[src/rtl/dff_seq_pkg.sv]
// dff_seq_pkg: shared types and constants for the flip-flop sequence driver.
package dff_seq_pkg;
  typedef enum logic [1:0] {IDLE, DRIVE, CHECK, DONE} state_t;
  localparam int TABLE_DEPTH = 8;
  localparam int ADDR_W = 3;
  localparam int ENTRY_W = 8;
  localparam int HOLD_W = 4;
  localparam int ERR_W = 4;
  localparam int D_BIT = 7;
  localparam int SET_BIT = 6;
  localparam int RST_BIT = 5;
  localparam int EXP_BIT = 4;
  localparam logic [ENTRY_W-1:0] IDLE_ENTRY = 8'b0110_0000;
endpackage

[src/rtl/dff_seq_table.sv]
// dff_seq_table: 8x8 stimulus register file, one write port, one combinational read port.
module dff_seq_table
  import dff_seq_pkg::*;
(
  input  logic               clk,
  input  logic               reset,
  input  logic               wr_en,
  input  logic [ADDR_W-1:0]  wr_addr,
  input  logic [ENTRY_W-1:0] wr_data,
  input  logic [ADDR_W-1:0]  rd_addr,
  output logic [ENTRY_W-1:0] rd_data
);
  logic [ENTRY_W-1:0] mem [TABLE_DEPTH];
  always_ff @(posedge clk or posedge reset)
    if (reset)
      for (int i = 0; i < TABLE_DEPTH; i++) mem[i] <= IDLE_ENTRY;
    else if (wr_en)
      mem[wr_addr] <= wr_data;
  assign rd_data = mem[rd_addr];
endmodule

[src/rtl/dff_seq_driver.sv]
// dff_seq_driver: plays a table of d/set/reset steps into a flip-flop and checks q/qbar after each.
module dff_seq_driver
  import dff_seq_pkg::*;
(
  input  logic              clk,
  input  logic              reset,
  input  logic              wr_en,
  input  logic [ADDR_W-1:0] wr_addr,
  input  logic [ENTRY_W-1:0] wr_data,
  input  logic [ADDR_W-1:0] len_m1,
  input  logic              start,
  input  logic              dut_q,
  input  logic              dut_qbar,
  output logic              dut_d,
  output logic              dut_set,
  output logic              dut_reset,
  output logic              busy,
  output logic              done,
  output logic              pass,
  output logic [ERR_W-1:0]  err_count,
  output logic [ADDR_W-1:0] first_err_idx
);
  state_t state;
  logic [ADDR_W-1:0] idx, last, rd_addr;
  logic [HOLD_W-1:0] cnt;
  logic [7:4] cur;
  logic [ENTRY_W-1:0] rd_data, nxt;
  logic wr, mis;
  logic [ERR_W-1:0] err_next;
  assign wr = (state == IDLE) && wr_en;
  assign rd_addr = (state == CHECK) ? idx + 3'd1 : '0;
  // A write in the same idle cycle as start must reach the first driven entry.
  assign nxt = (wr && wr_addr == rd_addr) ? wr_data : rd_data;
  assign mis = (dut_q != cur[EXP_BIT]) || (dut_qbar == dut_q);
  assign err_next = (mis && err_count != '1) ? err_count + 1'b1 : err_count;
  assign dut_d = cur[D_BIT];
  assign dut_set = cur[SET_BIT];
  assign dut_reset = cur[RST_BIT];
  dff_seq_table u_table (
    .clk(clk), .reset(reset), .wr_en(wr), .wr_addr(wr_addr), .wr_data(wr_data),
    .rd_addr(rd_addr), .rd_data(rd_data)
  );
  always_ff @(posedge clk or posedge reset)
    if (reset) begin
      state <= IDLE;
      idx <= '0;
      last <= '0;
      cnt <= '0;
      cur <= IDLE_ENTRY[7:4];
      busy <= 1'b0;
      done <= 1'b0;
      pass <= 1'b0;
      err_count <= '0;
      first_err_idx <= '0;
    end else
      case (state)
        IDLE: begin
          done <= 1'b0;
          if (start) begin
            last <= len_m1;
            idx <= '0;
            err_count <= '0;
            first_err_idx <= '0;
            pass <= 1'b0;
            cur <= nxt[7:4];
            cnt <= nxt[HOLD_W-1:0];
            busy <= 1'b1;
            state <= DRIVE;
          end
        end
        DRIVE:
          if (cnt == '0) state <= CHECK;
          else cnt <= cnt - 1'b1;
        CHECK: begin
          err_count <= err_next;
          if (mis && err_count == '0) first_err_idx <= idx;
          if (idx == last) begin
            cur <= IDLE_ENTRY[7:4];
            busy <= 1'b0;
            done <= 1'b1;
            pass <= (err_next == '0);
            state <= DONE;
          end else begin
            idx <= idx + 3'd1;
            cur <= nxt[7:4];
            cnt <= nxt[HOLD_W-1:0];
            state <= DRIVE;
          end
        end
        DONE: begin
          done <= 1'b0;
          state <= IDLE;
        end
        default: state <= IDLE;
      endcase
endmodule
[config.mk]
export PLATFORM = sky130hd
export DESIGN_NAME = dff_seq_driver
export DESIGN_NICKNAME = d
export VERILOG_FILES = /design/src/rtl/dff_seq_pkg.sv /design/src/rtl/dff_seq_table.sv /design/src/rtl/dff_seq_driver.sv
export SDC_FILE = /design/constraint.sdc
export NUM_CORES = 1
export LEC_CHECK = 0
export CAP_MARGIN = 10
export CORE_MARGIN = 3
export CORE_UTILIZATION = 45
export DETAILED_ROUTE_END_ITERATION = 10
export PLACE_DENSITY_LB_ADDON = 0.12
export SLEW_MARGIN = 40
export SYNTH_ARGS = -nofsm -noshare
export SYNTH_HDL_FRONTEND = slang
export SYNTH_SLANG_ARGS = --single-unit
[constraint.sdc]
create_clock -name clk -period 4.7 [get_ports clk]
set_clock_uncertainty 0.2 [all_clocks]
set_input_delay 1.175 -clock clk [delete_from_list [all_inputs] [get_ports clk]]
set_output_delay 1.175 -clock clk [all_outputs]
set_load 0.02 [all_outputs]
==> results.rst <==
.. list-table::
   :header-rows: 1

   * - Metric
     - Value
   * - Max Clk Rate
     - 289 MHz
   * - Critical path type
     - reg2reg
   * - Placement-stage cell area
     - 5110 um^2
   * - RSZ-0062 raised after global routing
     - false
   * - DIE AREA
     - ~12000 um^2
   * - Pin count of the biggest net entering global routing
     - 50
   * - Number of global-route vias before repair
     - 3429
   * - Main flop type after synthesis
     - dfrtp_1
   * - Final HPWL from detailed placement
     - 7.94 mm
   * - Post-placement cell count
     - 563
   * - Mean number of vias per cell
     - 5.93
   * - Top-level I/O count
     - 33
   * - Startpoint type of the worst setup path
     - flop
   * - #FFs+latches synth
     - 90
   * - Hold Buf Count CTS
     - 0
   * - Pwr per Cell Area
     - roughly 650 nW/um^2
   * - Finished Cell Area
     - 5370 um^2
   * - Top fanout value on the critical path
     - 19
   * - Number of hold violations in the final report
     - 0
   * - Top library cells by usage in the layout, fill and taps aside
     - mux2_2 (72), dfrtp_1 (72), clkdlybuf4s50_1 (32)
   * - Run status
     - finished, final reports clean
   * - Area of the mapped netlist
     - 4670 um^2
   * - Fraction of final layout cells with drive strength greater than 1
     - 0.291
   * - CTS clk-pin slew, worst paths
     - 0.09 ns
   * - CTS H-Tree Depth
     - 3
   * - Share of synthesized cell area in and, or, nand and nor gates
     - 0.106
   * - Cell at the root of the clock tree
     - clkbuf_8
   * - Endpoint required time on the critical path
     - ~4.8 ns
   * - Aggregate global routing overflow
     - 0
   * - GR Util All Layers
     - 0.211
   * - Number of warnings reported in the yosys synthesis log
     - 0
   * - Worst-case headroom to the max-slew limit
     - 0.429
   * - Number of rows in the core area
     - 36
   * - Worst skew pair latency
     - between 0.3 and 0.4 ns
   * - Final setup violation count
     - 0
   * - Clock buffer count from CTS
     - 9
   * - Post-synthesis share of cell area spent on full adders, half adders and majority gates
     - 0.0187
   * - Wire length of the first global-routing pass
     - ~19 mm
   * - Max VDD drop
     - 0.000238 V
   * - Die W
     - 108 um
   * - Number of port buffers
     - 32
   * - Antenna violations before repair
     - 0
   * - Nature of the critical path endpoint
     - flop
   * - Initial core utilization
     - 0.469
   * - Max clock buf depth
     - 2
   * - Post-synthesis compound-gate area fraction
     - 0.123
   * - Via count of the routed design
     - 3434
   * - Setup TNS after final layout
     - 0 ns
   * - Gate count after technology mapping
     - 409
   * - Number of DRC violations after detailed-routing iteration 0
     - 206
   * - Classification of the worst-slack hold path
     - reg2reg
   * - TritonCTS clock tree
     - built
   * - Number of cells on the worst hold path
     - 1
   * - Dominant combinational cell family by area after synthesis
     - multiplexers
   * - Number of synthesized flops with an enable pin
     - 0
   * - Count of unique library cells instantiated by Yosys
     - 53
   * - P_leak
     - 2.20 nW
   * - Router iterations before antenna repair
     - 4
   * - Fraction of synthesis flops using an asynchronous set or reset pin
     - 1.00
   * - Number of resized instances in the post-cts repair step
     - 0
   * - CORE AREA
     - around 10000 um^2
   * - Share of the clock period used by the worst path after layout
     - 0.737
   * - DRC violations left
     - 0
   * - Post-route non-filler standard cell count
     - 579
   * - Multiplexer share of the synthesized area
     - 0.217
   * - Routed wire length
     - 11.7 mm
   * - Final weighted congestion of routability-driven global placement
     - 0.843
   * - TritonCTS sink count
     - 90
   * - P&R area growth vs syn
     - 14.8%
   * - Number of violations of the max-capacitance limit
     - 0
   * - Routed length per instance
     - 20.3 um
   * - Post-Syn Nets
     - 436
   * - Die height
     - approximately 110 um
   * - Arr. time, crit path
     - 3.56 ns
   * - Count of antenna-violating nets left after detailed routing
     - 0
   * - Post-CTS setup buffer count
     - 0
   * - Avg Synthesized Cell Area
     - 11.4 um^2
   * - Slew at the pin closest to its max-slew limit
     - roughly 0.86 ns
   * - Count of inserted antenna diode cells
     - 0
   * - Number of max-slew violations in the final report
     - 0
   * - Tmin final
     - 3.46 ns
   * - Worst R2R Path Depth
     - 7
   * - Xor/xnor share of the synthesized area
     - 0.0145
   * - Number of nets in the finished design
     - 468
   * - Sequential-to-total area share from yosys stat
     - 0.487
[cells in the mapped netlist, types with 2 or more instances]
cell type | n | area, um^2
a2111oi_0 | 2 | 17.5
a21oi_1 | 18 | 90.1
a221oi_1 | 3 | 26.3
a222oi_1 | 2 | 20.0
a22o_1 | 2 | 17.5
a22oi_1 | 3 | 22.5
a31o_2 | 3 | 26.3
a31oi_1 | 2 | 12.5
and2_1 | 2 | 12.5
buf_2 | 5 | 25.0
buf_6 | 6 | 67.6
clkbuf_1 | 6 | 22.5
dfrtp_1 | 72 | 1800
dfstp_2 | 18 | 473
ha_1 | 7 | 87.6
inv_1 | 12 | 45.0
mux2_2 | 72 | 811
mux2i_1 | 18 | 180
nand2_1 | 27 | 101
nand2b_1 | 4 | 25.0
nand3_1 | 10 | 50.1
nor2_1 | 24 | 90.1
nor3_1 | 12 | 60.1
nor3_2 | 5 | 50.1
nor3b_1 | 2 | 15.0
o21a_1 | 2 | 15.0
o21ai_0 | 28 | 140
o221ai_1 | 6 | 52.6
o22ai_1 | 5 | 31.3
o31ai_1 | 3 | 22.5
o32ai_1 | 2 | 17.5
or2_2 | 2 | 12.5
xor2_1 | 4 | 35.0
[routing by layer]
metal | share of wire | track usage
met5 | 0 | 0
met4 | 0.027 | 0.0920
met3 | 0.041 | 0.0258
met2 | 0.48 | 0.346
met1 | 0.45 | 0.283
[critical path: stages (launching register included)]
cell	delay [ns]
dfrtp_1	0.42
inv_1	0.09
ha_1	0.70
inv_1	0.56
or4_4	0.77
nand2_1	0.35
o32ai_1	0.15
nor2_1	0.14
[sequential cells by signal, summed over array words and instances (netlist names)]
register       flops
pass               1
busy               1
state              2
err_count          4
idx                3
done               1
cnt                4
first_err_idx      3
last               3
u_table.mem       64
cur                4
[cell families after synthesis]
logic type | Yosys count
and+or+nand+nor | 98
muxes | 91
DFF | 90
AOI/OAI and AO/OA | 88
buffers and inverters | 29
adders and majority gates | 7
xor gates and xnor gates | 6
[metrics by stage]
stage | hold WS [ns] | total power, mW | util | setup WS, ns
floorplan | 0.272 | 2.41 | - | 1.02
global placement | 0.283 | 2.78 | 0.513 | 1.15
detailed placement | 0.295 | 2.81 | 0.514 | 1.15
CTS | 0.315 | 3.48 | 0.539 | 1.19
global route | 0.322 | 3.68 | 0.539 | 1.10
finish | 0.311 | 3.46 | 0.539 | 1.24
[power by group]
group          switching (mW)  internal [mW]
combinational           0.787          0.659
clock                   0.271          0.383
sequential              0.211           1.15
[cell type report]
cell class / count / area, um^2
multi-input combinational: 290 / 2250
inverter: 12 / 47.5
sequential: 90 / 2270
timing repair buffer: 38 / 378
fill: 860 / 4590
tap: 133 / 166
clock inverter: 4 / 97.6
clock buffer: 12 / 155
[path summary, 6_finish.rpt]
path                                       from               to  slack (ns)
worst min-delay path            u_table.mem[63]  u_table.mem[63]        0.31
worst min register to register  u_table.mem[63]  u_table.mem[63]        0.31
min in group asynchronous                 reset  u_table.mem[10]        1.01
max in group asynchronous                 reset           cur[5]        2.57
worst max-delay path                   state[0]           cur[6]        1.24
worst max register to register         state[0]           cur[6]        1.24
Power figures use the tool's default switching activity.
